<file path="config.mk">
export PLATFORM = sky130hd
export DESIGN_NAME = uart_rx_frame_parser
export DESIGN_NICKNAME = d
export VERILOG_FILES = /design/src/rtl/uart_pkg.sv /design/src/rtl/uart_frame_buf.sv /design/src/rtl/uart_rx_frame_parser.sv
export SDC_FILE = /design/constraint.sdc
export NUM_CORES = 1
export LEC_CHECK = 0
export ABC_AREA = 1
export BUFFER_PORTS_ARGS = -buffer_cell sky130_fd_sc_hd__buf_2
export CAP_MARGIN = 20
export CELL_PAD_IN_SITES_DETAIL_PLACEMENT = 0
export CELL_PAD_IN_SITES_GLOBAL_PLACEMENT = 2
export CORE_ASPECT_RATIO = 1.5
export CORE_UTILIZATION = 29
export CTS_CLUSTER_SIZE = 14
export DETAILED_ROUTE_END_ITERATION = 12
export GPL_ROUTABILITY_DRIVEN = 1
export PLACE_DENSITY = 0.65
export RECOVER_POWER = 100
export REMOVE_ABC_BUFFERS = 1
export SLEW_MARGIN = 10
export SYNTH_ARGS = -nofsm -noshare
export SYNTH_HDL_FRONTEND = slang
export SYNTH_HIERARCHICAL = 1
export SYNTH_SLANG_ARGS = --single-unit
</file>
<file path="constraint.sdc">
create_clock -name clk -period 3.2 [get_ports clk]
set_clock_uncertainty 0.2 [all_clocks]
set_input_delay 0 -clock clk [delete_from_list [all_inputs] [get_ports clk]]
set_output_delay 0 -clock clk [all_outputs]
set_load 0.01 [all_outputs]
</file>
<file path="src/rtl/uart_pkg.sv">
// uart_pkg: shared types, constants and checksum helper for the UART frame parser.
//   frame_state_t : parser FSM states
//   SYNC_DEFAULT  : default frame start byte
//   chk_add       : one checksum step, 8-bit wrapping add
package uart_pkg;

    typedef enum logic [2:0] {ST_IDLE, ST_LEN, ST_PAYLOAD, ST_CHK, ST_HOLD} frame_state_t;

    localparam logic [7:0] SYNC_DEFAULT = 8'hA5;

    function automatic logic [7:0] chk_add(input logic [7:0] a, input logic [7:0] b);
        return a + b;
    endfunction

endpackage

</file>
<file path="src/rtl/uart_frame_buf.sv">
// uart_frame_buf: MAX_LEN x 8 payload register file, one write port, one async read port.
//   clk         : write clock
//   we/waddr/wdata : write enable, byte index, byte
//   raddr/rdata : asynchronous read; out-of-range indices read as 0
module uart_frame_buf #(
    parameter int MAX_LEN = 16
) (
    input  logic       clk,
    input  logic       we,
    input  logic [7:0] waddr,
    input  logic [7:0] wdata,
    input  logic [7:0] raddr,
    output logic [7:0] rdata
);

    localparam int         AW    = (MAX_LEN > 1) ? $clog2(MAX_LEN) : 1;
    localparam logic [7:0] DEPTH = 8'(MAX_LEN);

    logic [7:0] mem [MAX_LEN];

    // Contents are deliberately unreset; the parser masks reads when no frame is held.
    always_ff @(posedge clk)
        if (we && waddr < DEPTH) mem[waddr[AW-1:0]] <= wdata;

    assign rdata = (raddr < DEPTH) ? mem[raddr[AW-1:0]] : 8'h00;

endmodule

</file>
<file path="src/rtl/uart_rx_frame_parser.sv">
// uart_rx_frame_parser: hunts for SYNC, collects a length-prefixed payload, checks the
// modular checksum and holds the validated frame until the consumer acknowledges it.
//   clk, reset (async, active-low)
//   rx_data/rx_valid       : received byte and its one-cycle strobe
//   frame_valid/frame_len  : held frame flag and payload length
//   rd_addr/rd_data        : combinational payload read, gated by frame_valid and frame_len
//   frame_ack              : consumer releases the held frame
//   len_err/chk_err/to_err/overrun : one-cycle error pulses
module uart_rx_frame_parser
    import uart_pkg::*;
#(
    parameter int         MAX_LEN = 16,
    parameter logic [7:0] SYNC    = SYNC_DEFAULT,
    parameter int         TIMEOUT = 1_000_000
) (
    input  logic       clk,
    input  logic       reset,
    input  logic [7:0] rx_data,
    input  logic       rx_valid,
    output logic       frame_valid,
    output logic [7:0] frame_len,
    input  logic [7:0] rd_addr,
    output logic [7:0] rd_data,
    input  logic       frame_ack,
    output logic       len_err,
    output logic       chk_err,
    output logic       to_err,
    output logic       overrun
);

    localparam int            TW      = $clog2(TIMEOUT + 1);
    localparam logic [TW-1:0] TO_LAST = TW'(TIMEOUT - 1);
    localparam logic [7:0]    MAXL    = 8'(MAX_LEN);

    frame_state_t  state;
    logic [7:0]    len;
    logic [7:0]    sum;
    logic [7:0]    idx;
    logic [TW-1:0] cnt;
    logic          in_frame;
    logic          timeout;
    logic          buf_we;
    logic [7:0]    buf_rd;

    assign in_frame = state inside {ST_LEN, ST_PAYLOAD, ST_CHK};
    // Fires on the TIMEOUT-th consecutive strobe-free cycle; a strobe on that cycle wins.
    assign timeout  = in_frame && !rx_valid && cnt == TO_LAST;
    assign buf_we   = rx_valid && state == ST_PAYLOAD;

    uart_frame_buf #(.MAX_LEN(MAX_LEN)) u_buf (
        .clk   (clk),
        .we    (buf_we),
        .waddr (idx),
        .wdata (rx_data),
        .raddr (rd_addr),
        .rdata (buf_rd)
    );

    assign rd_data = (frame_valid && rd_addr < frame_len) ? buf_rd : 8'h00;

    always_ff @(posedge clk or negedge reset) begin
        if (!reset) begin
            state       <= ST_IDLE;
            len         <= '0;
            sum         <= '0;
            idx         <= '0;
            cnt         <= '0;
            frame_valid <= 1'b0;
            frame_len   <= '0;
            len_err     <= 1'b0;
            chk_err     <= 1'b0;
            to_err      <= 1'b0;
            overrun     <= 1'b0;
        end else begin
            len_err <= 1'b0;
            chk_err <= 1'b0;
            to_err  <= 1'b0;
            overrun <= 1'b0;
            cnt     <= (in_frame && !rx_valid && !timeout) ? cnt + 1'b1 : '0;
            if (timeout) begin
                to_err <= 1'b1;
                state  <= ST_IDLE;
            end else begin
                case (state)
                    ST_IDLE:
                        if (rx_valid && rx_data == SYNC) state <= ST_LEN;
                    ST_LEN:
                        if (rx_valid) begin
                            if (rx_data == 8'h00 || rx_data > MAXL) begin
                                len_err <= 1'b1;
                                state   <= ST_IDLE;
                            end else begin
                                len   <= rx_data;
                                sum   <= rx_data;
                                idx   <= '0;
                                state <= ST_PAYLOAD;
                            end
                        end
                    ST_PAYLOAD:
                        if (rx_valid) begin
                            sum <= chk_add(sum, rx_data);
                            idx <= idx + 8'd1;
                            if (idx == len - 8'd1) state <= ST_CHK;
                        end
                    ST_CHK:
                        if (rx_valid) begin
                            if (chk_add(sum, rx_data) == 8'h00) begin
                                frame_valid <= 1'b1;
                                frame_len   <= len;
                                state       <= ST_HOLD;
                            end else begin
                                chk_err <= 1'b1;
                                state   <= ST_IDLE;
                            end
                        end
                    ST_HOLD: begin
                        overrun <= rx_valid;
                        if (frame_ack) begin
                            frame_valid <= 1'b0;
                            frame_len   <= '0;
                            state       <= ST_IDLE;
                        end
                    end
                    default: state <= ST_IDLE;
                endcase
            end
        end
    end

endmodule
</file>
==> flow_metrics.tcl, run 1 <==
set metrics [dict create \
    synth_seq_area_share 0.570 \
    cts_tree "yes" \
    outcome "complete, but fails checks" \
    fin_tns_setup_ns 0 \
    most-common-layout-cells "nand2_1 (314), inv_1 (136), edfxtp_1 (128)" \
    nFillCells 3370 \
    hold_ws_ns 0.239 \
    end_kind "flip-flop" \
    setup_viol 0 \
    hold_buffers 12 \
    drc 0 \
    combPwrFrac 0.265 \
    diodes 0 \
    dr_total_vias 6971 \
    slowest_delay_ns 0.56 \
    syn-cell-area_um2 9380 \
    htreeDepth 4 \
    viasPerCell 4.55 \
    max_freq_ghz 0.352 \
    ys_warn_count 6 \
    crit_path_start_kind "primary input" \
    worstSkewPairLatency_ns 0.45 \
    track_usage 0.174 \
    vdd_drop_max_v 0.000372 \
    layout-drive-gt1-share 0.0784 \
    grt_use_met3 0.0287 \
    grt_max_degree 55 \
    io_pins 41 \
    syn2layout_area_growth_pct 14.3 \
    rsz0062_at_grt "false" \
    cp.arrival_ns 3.04 \
    yosysUniqueCellTypes 48 \
    dieWidth_um 149 \
    max_cap_viol_count 1 \
    final_cells 1532 \
    dp.cells 1488 \
    p_per_area_nw_per_um2 666 \
    cts_resized 0 \
    internal_power_uw 4640 \
    worst-path-buf-inv 4 \
    crit_path_cell_trace "dlygate4sd3_1 > clkbuf_1 > inv_1 > fa_1 > nand3b_1 > nand2_1 > nand3_1 > nand3_1 > nand2_1 > nor2_1 > nand3_1 > o21ai_0 > dlygate4sd3_1" \
    placedInstanceArea_um2 10200 \
    io_buffers 40 \
    hp-class "in -> reg" \
    dp_slack_ns 0.611 \
    synth.avg_cell_area_um2 9.09 \
    ant_nets 0 \
    cp.required_ns 3.39 \
    syn_inst 1032 \
    grt_use_met2 0.331 \
    grt_overflow 0 \
    relSlewSlack -0.530 \
    async_flop_share 0.319 \
    ys_ff_latch 188 \
    synth-edff-count 128 \
    cts_made_buffers 17 \
    clockPowerShare 0.304 \
    root_buffer "clkbuf_16" \
    ys.flop_type "edfxtp_1" \
    wirelength_um 27400 \
    place_hpwl_um 19300 \
    critPathTopFamily "buffers and inverters" \
    drt_iter0_drc 429 \
    use_met1 0.187 \
    path_class "in -> reg" \
    mostFrequentLayoutCell "nand2_1" \
    top_usage_layer "met2" \
    final_cell_area_um2 10700 \
    fin_crit_ns 2.84 \
    p_seq_frac 0.430 \
    die_area_um2 33100 \
    cts_setup_buffers 0 \
    hold_viol 0 \
    clk_pin_slew_ns 0.07 \
    gp_congestion 0.751 \
    crit_fanout 8 \
    power.share.switching 0.350 \
    clock_path_buffers 2 \
    start_util 0.295 \
    violations "max-capacitance violations, max-slew violations" \
    wire_per_inst_um 17.9 \
    finalNetCount 1147 \
    cts_sinks 188 \
    dieHeight_um 222 \
    grt_pass1_wl_um 41800 \
    cp_slowest_cell "dlygate4sd3_1" \
    drt_pass1_iterations 4 \
    grt_pass1_vias 6947 \
    crit_top_cell "nand3_1" \
    p_leak_uw 0.00452 \
    worst_slack_ns 0.357 \
    fp.coreArea_um2 31800 \
    rows 80 \
    min_period_over_period 0.889 \
    drv_slew 39 \
    tightest_slew_ns 2.30 \
    antenna_found_initial 0 \
    power.switching_uw 2500 \
]
through the flow:
| step | utilization | power (µW) |
|---|---|---|
| finish | 0.337 | 7140 |
| global placement | 0.320 | 5140 |
| CTS | 0.342 | 7340 |
| global route | 0.337 | 7650 |
| floorplan | - | 4390 |
| detailed placement | 0.320 | 5140 |
flip-flops by register name, indices dropped and copies added, names as in the netlist, 3 cells and up:
name / cells
u_buf/mem: 128
frame_len: 8
cnt: 20
state: 3
len: 8
idx: 8
sum: 8
layout make-up:
cell class	count	area, µm²	area share
sequential	188	5350	0.499
multi-input combinational	668	3250	0.303
inverter	147	554	0.0517
tap	410	513	0.0479
timing repair buffer	87	473	0.0441
clock buffer	19	433	0.0404
clock inverter	13	154	0.0144
synth_stat cells (3+ instances only):
cell,instances,area share
a21oi_1,30,0.016
nand3_2,5,0.0053
xor2_1,7,0.0065
nor4_1,6,0.0040
ha_1,17,0.023
inv_1,133,0.053
nor3_1,9,0.0048
nand4_1,13,0.0087
nor2_1,77,0.031
buf_6,6,0.0072
nand3_1,118,0.063
inv_2,11,0.0044
dfrtp_1,60,0.16
nand3b_1,3,0.0024
nand2_1,312,0.12
xnor2_1,8,0.0075
o31ai_1,4,0.0032
buf_2,19,0.010
o21ai_0,18,0.0096
nor2_4,4,0.0048
nand2_2,7,0.0047
edfxtp_1,128,0.41
power groups by stage:
stage	Combinational (µW)	Sequential [µW]	Clock [µW]
floorplan	1310	3080	0
global placement	2010	3130	0
detailed placement	2010	3130	0
CTS	2020	3080	2240
global route	2190	3110	2340
finish	1900	3070	2170
routing by layer:
metal	vias up	part of all wire
met5	-	0
met4	0	0.025
met3	33	0.019
met2	74	0.56
met1	3353	0.40
li1	3511	-
path summary, 6_finish.rpt:
check | cells past startpoint | endpoint | slack (ns) | start
min | 4 | sum[7] | 0.24 | rx_valid
max in group asynchronous | 3 | sum[2] | 0.68 | reset
max reg2reg | 8 | u_buf/mem[15][2] | 0.36 | state[2]
max | 13 | state[2] | 0.36 | rx_data[1]
min in group asynchronous | 2 | cnt[2] | 0.56 | reset
min reg2reg | 2 | sum[5] | 0.30 | sum[5]
worst reg2reg max path, cell delays in order (launching register included):
cell and delay (ns):
dfrtp_1 0.44, nor2_1 0.16, nand2_1 0.09, nor2_1 0.14, nand2_1 0.08, nor3_1 0.38, nand3_1 0.33, nor2_1 0.17
clkbuf_1 0.49
cells by family (layout without fill, tap and decap cells):
group,after synthesis,count (layout),synth area share
xor gates and xnor gates,15,15,0.0140
and+or+nand+nor,567,567,0.269
AOI/OAI and AO/OA,68,68,0.0434
adders and majority gates,18,18,0.0248
buffers and inverters,176,266,0.0788
DFF,188,188,0.570
Note: power is estimated with default switching activity, not from simulation.
==> run 2: changes to the inputs <==
CORE_ASPECT_RATIO = 0.75   (was 1.5)
PLACE_DENSITY = 0.63   (was 0.65)
SYNTH_HIERARCHICAL = unset   (was 1)
TNS_END_PERCENT = 100   (was unset)
==> flow_metrics.tcl, run 2 <==
set metrics [dict create \
    wire_per_inst_um 18.6 \
    htreeDepth 4 \
    ys_ff_latch 188 \
    die_area_um2 31600 \
    hp-class "in -> reg" \
    nFillCells 3170 \
    async_flop_share 0.319 \
    gp_congestion 0.792 \
    clk_pin_slew_ns 0.08 \
    min_period_over_period 0.871 \
    diodes 0 \
    layout-drive-gt1-share 0.0821 \
    cp.arrival_ns 2.73 \
    crit_fanout 8 \
    power.switching_uw 2580 \
    crit_path_start_kind "flip-flop" \
    most-common-layout-cells "nor2_1 (149), nand2_1 (135), edfxtp_1 (128)" \
    grt_pass1_vias 6509 \
    vdd_drop_max_v 0.000356 \
    p_per_area_nw_per_um2 698 \
    fp.coreArea_um2 30300 \
    hold_viol 0 \
    ys_warn_count 0 \
    cts_tree "yes" \
    hold_ws_ns 0.286 \
    end_kind "flip-flop" \
    io_pins 41 \
    drt_iter0_drc 555 \
    cts_sinks 188 \
    syn_inst 888 \
    max_cap_viol_count 0 \
    root_buffer "clkbuf_16" \
    max_freq_ghz 0.359 \
    dieHeight_um 154 \
    synth.avg_cell_area_um2 10.1 \
    ant_nets 0 \
    fin_tns_setup_ns 0 \
    internal_power_uw 4610 \
    yosysTopAreaCell "edfxtp_1" \
    power.share.switching 0.359 \
    place_hpwl_um 17600 \
    yosysUniqueCellTypes 51 \
    outcome "finished clean" \
    grt_overflow 0 \
    cts_resized 0 \
    grt_pass1_wl_um 40000 \
    viasPerCell 4.74 \
    r2r_start "state[0]" \
    critPathLaunch "state[0]" \
    rsz0062_at_grt "false" \
    fin_crit_ns 2.79 \
    mostFrequentLayoutCell "nor2_1" \
    cp.required_ns 3.14 \
    p_leak_uw 0.00393 \
    dp_slack_ns 0.689 \
    synthTopCellsByArea "edfxtp_1 (43%), dfrtp_1 (17%), nor2_1 (6.1%)" \
    path_class "reg -> reg" \
    setup_viol 0 \
    finalNetCount 1002 \
    worst_slack_ns 0.411 \
    dieWidth_um 205 \
    drt_pass1_iterations 7 \
    syn-cell-area_um2 8950 \
    worstHoldStart "frame_ack" \
    synth_seq_area_share 0.597 \
    drc 0 \
    wirelength_um 25500 \
    cts_setup_buffers 0 \
    cts_made_buffers 17 \
    ys.flop_type "edfxtp_1" \
    register_area_um2 5350 \
    tightest_slew_ns 1.32 \
    largest_reg_flops 128 \
    worstSkewPairLatency_ns 0.44 \
    io_buffers 40 \
    dr_total_vias 6509 \
    clockPowerShare 0.298 \
    track_usage 0.170 \
    antenna_found_initial 0 \
    yosysTopAreaCellShare 0.429 \
    syn2layout_area_growth_pct 15.1 \
    drv_slew 0 \
    relSlewSlack 0.119 \
    p_seq_frac 0.428 \
    clock_path_buffers 2 \
    grt_max_degree 65 \
    p_total_uw 7190 \
    synthTopCellsByCount "nor2_1 (146), nand2_1 (135), edfxtp_1 (128), o21ai_0 (82), inv_1 (72)" \
    multi_input_area_um2 3100 \
    rows 55 \
    synth.most_common_cell "nor2_1" \
    combPwrFrac 0.275 \
    start_util 0.296 \
    synth-edff-count 128 \
]
==> run 2: path summary, 6_finish.rpt <==
kind,endpoint,slack (ns),cells after the start
setup / recovery,u_buf.mem[2][6],0.41,8
hold / removal,state[2],0.29,4
setup reg to reg,u_buf.mem[2][6],0.41,8
hold reg to reg,sum[4],0.30,2
max in group asynchronous,idx[1],0.64,4
min in group asynchronous,overrun,0.49,3
==> run 2: kinds of logic (layout without fill, tap and decap cells) <==
| group | after synthesis | count (layout) | share of synthesized area |
|---|---|---|---|
| AO/OA/AOI/OAI | 151 | 151 | 0.104 |
| XOR/XNOR | 23 | 23 | 0.0225 |
| adder cells (fa/ha/maj) | 21 | 21 | 0.0302 |
| buffers and inverters | 110 | 196 | 0.0507 |
| flip-flops | 188 | 188 | 0.597 |
| multiplexers | 1 | 1 | 0.00112 |
| AND/OR/NAND/NOR | 394 | 394 | 0.194 |
==> run 2: per-layer routing <==
layer  GRT usage  routed length (µm)
met1       0.262               13600
met2       0.246               10800
met3      0.0242                 830
met4      0.0455                 248
met5           0                   0
==> run 2: worst max-delay path: stages, from the launching register on <==
cell and delay [ns]:
dfrtp_1 0.43, nor2_1 0.15, nand2_1 0.26, clkinv_1 0.13, nand2_1 0.08, nor4_1 0.47
nand2_1 0.31, nor2_1 0.25, buf_4 0.21
==> run 2: stage by stage <==
stage	util	instance area, µm²	cells
2_1_floorplan	-	8780	854
3_3_place_gp	0.322	9760	1328
3_5_place_dp	0.322	9760	1328
4_1_cts	0.346	10500	1373
5_1_grt	0.340	10300	1373
6_report	0.340	10300	1373
==> run 2: repair_timing <==
action                     4_1_cts  5_1_grt
setup endpoints to repair        0        0
hold buffers                    13        0
hold endpoints to repair       175        0
==> run 2: area by class of cell <==
| class | instances | area share |
|---|---|---|
| Timing Repair Buffer | 88 | 0.0480 |
| Multi-Input combinational cell | 590 | 0.301 |
| Tap cell | 399 | 0.0484 |
| Inverter | 76 | 0.0277 |
| Clock inverter | 14 | 0.0146 |
| Sequential cell | 188 | 0.519 |
| Clock buffer | 18 | 0.0416 |
==> run 2: power groups by stage <==
stage	combinational, µW	clock (µW)	sequential, µW
2_1_floorplan	1360	0	3090
3_3_place_gp	2070	0	3140
3_5_place_dp	2040	0	3130
4_1_cts	2070	2200	3080
5_1_grt	2290	2300	3110
6_report	1980	2140	3080
==> run 3: changes to the inputs <==
CTS_CLUSTER_SIZE = 20   (was 14)
REMOVE_ABC_BUFFERS = unset   (was 1)
==> flow_metrics.tcl, run 3 (synthesis results as in run 2) <==
set metrics [dict create \
    use_met1 0.243 \
    max_cap_viol_count 2 \
    most-common-layout-cells "nor2_1 (149), nand2_1 (136), edfxtp_1 (128)" \
    grt_pass1_vias 6543 \
    critPathTopFamily "simple AND/OR/NAND/NOR gates" \
    fin_crit_ns 2.89 \
    start_util 0.296 \
    io_buffers 40 \
    min_period_over_period 0.903 \
    gp_congestion 0.778 \
    syn2layout_area_growth_pct 15.6 \
    cp_slowest_cell "nor4_1" \
    diodes 0 \
    root_buffer "clkbuf_16" \
    drt_iter0_drc 385 \
    worstHoldStart "frame_ack" \
    worstSkewPairLatency_ns 0.45 \
    outcome "complete, but fails checks" \
    viasPerCell 4.76 \
    fin_tns_setup_ns 0 \
    hold_viol 0 \
    reg2reg_slack_ns 0.31 \
    setup_viol 0 \
    top_usage_layer "met2" \
    place_hpwl_um 17500 \
    antenna_found_initial 0 \
    track_usage 0.168 \
    wirelength_um 25200 \
    p_per_area_nw_per_um2 690 \
    crit_path_cell_trace "nor2_1 > nand2_1 > inv_1 > nand2_1 > nor4_1 > nand2_1 > nor2_1 > buf_4" \
    slowest_delay_ns 0.47 \
    vdd_drop_max_v 0.000337 \
    layout-drive-gt1-share 0.0893 \
    r2r_cells 8 \
    dr_total_vias 6539 \
    finalNetCount 1002 \
    cts_resized 0 \
    cts_sinks 188 \
    drv_slew 62 \
    grt_use_met3 0.0365 \
    wire_per_inst_um 18.3 \
    ant_nets 0 \
    fp.coreArea_um2 30300 \
    r2r_start "state[0]" \
    synth_fp_nets 929 \
    grt_overflow 0 \
    min_to "state[2]" \
    violations "max-capacitance violations, max-slew violations" \
    rsz0062_at_grt "false" \
    drt_pass1_iterations 4 \
    drc 0 \
    worst-path-buf-inv 2 \
    crit_top_cell "nand2_1" \
    path_class "reg -> reg" \
    clock_path_buffers 2 \
    placedInstanceArea_um2 9740 \
    final_cell_area_um2 10300 \
    htreeDepth 4 \
    mostFrequentLayoutCell "nor2_1" \
    dieHeight_um 154 \
    largest_reg_flops 128 \
    cp.required_ns 3.15 \
    dieWidth_um 205 \
    crit_path_start_kind "flip-flop" \
    clk_pin_slew_ns 0.08 \
    grt_pass1_wl_um 39300 \
    p_leak_uw 0.00396 \
    cts_made_buffers 17 \
    r2r-end "u_buf.mem[2][7]" \
    cts_tree "yes" \
    crit_fanout 15 \
    io_pins 41 \
    hp-class "in -> reg" \
    grt_max_degree 65 \
    cp.arrival_ns 2.84 \
    hold_depth 4 \
    rows 55 \
    die_area_um2 31600 \
    max_freq_ghz 0.346 \
    relSlewSlack -0.189 \
    end_kind "flip-flop" \
    tightest_slew_ns 1.78 \
    grt_use_met2 0.248 \
]
==> run 3: layout make-up <==
class / instances / area (µm²)
flip-flops and latches: 188 / 5350
repair buffers: 88 / 519
inverters: 76 / 285
well taps: 399 / 499
clock inverters: 15 / 151
clock buffers: 17 / 425
fillers: 3168 / 19900
multi-input cells: 590 / 3120
==> run 3: tightest hold or removal path, cell delays in order <==
cell and delay, ns:
dlygate4sd3_1 0.52, buf_2 0.10, or2_1 0.13, o21ai_0 0.10
==> run 3: what timing repair did <==
action | in CTS | in global routing
hold buffers | 14 | 0
setup endpoints to repair | 0 | 0
buffers inserted | 0 | 0
hold endpoints to repair | 179 | 0
==> run 3: where the power goes <==
part / internal, µW / leakage, µW / switching, µW
sequential: 2860 / 0.00194 / 206
combinational: 646 / 0.00175 / 1340
clock: 1040 / 0.000273 / 1040
total: 4550 / 0.00396 / 2590
==> run 3: worst max-delay path by stage <==
stage / depth (start not counted) / to / startpoint / slack, ns
global route: 8 / u_buf.mem[12][5] / state[0] / 0.11
global placement: 13 / frame_len[0] / sum[0] / 0.73
detailed placement: 14 / frame_len[0] / sum[0] / 0.71
CTS: 8 / rd_data[1] / frame_len[3] / 0.44
floorplan: 7 / u_buf.mem[0][0] / state[0] / 0.96
finish: 8 / u_buf.mem[2][7] / state[0] / 0.31
==> run 3: per-layer routing <==
layer / vias up / part of all wire
met2: 119 / 0.43
met5: - / 0
met1: 3167 / 0.51
met4: 0 / 0.014
li1: 3233 / -
met3: 20 / 0.045
==> run 3: stage by stage <==
step | setup slack, ns | hold slack [ns] | cells | utilization | total power [µW]
after CTS | 0.439 | 0.215 | 1373 | 0.346 | 7290
after global placement | 0.729 | -0.0715 | 1327 | 0.322 | 5200
after global routing | 0.111 | 0.267 | 1373 | 0.342 | 7670
after floorplan | 0.961 | -0.496 | 888 | - | 4520
final | 0.311 | 0.235 | 1373 | 0.342 | 7140
after detailed placement | 0.713 | -0.0672 | 1327 | 0.322 | 5170
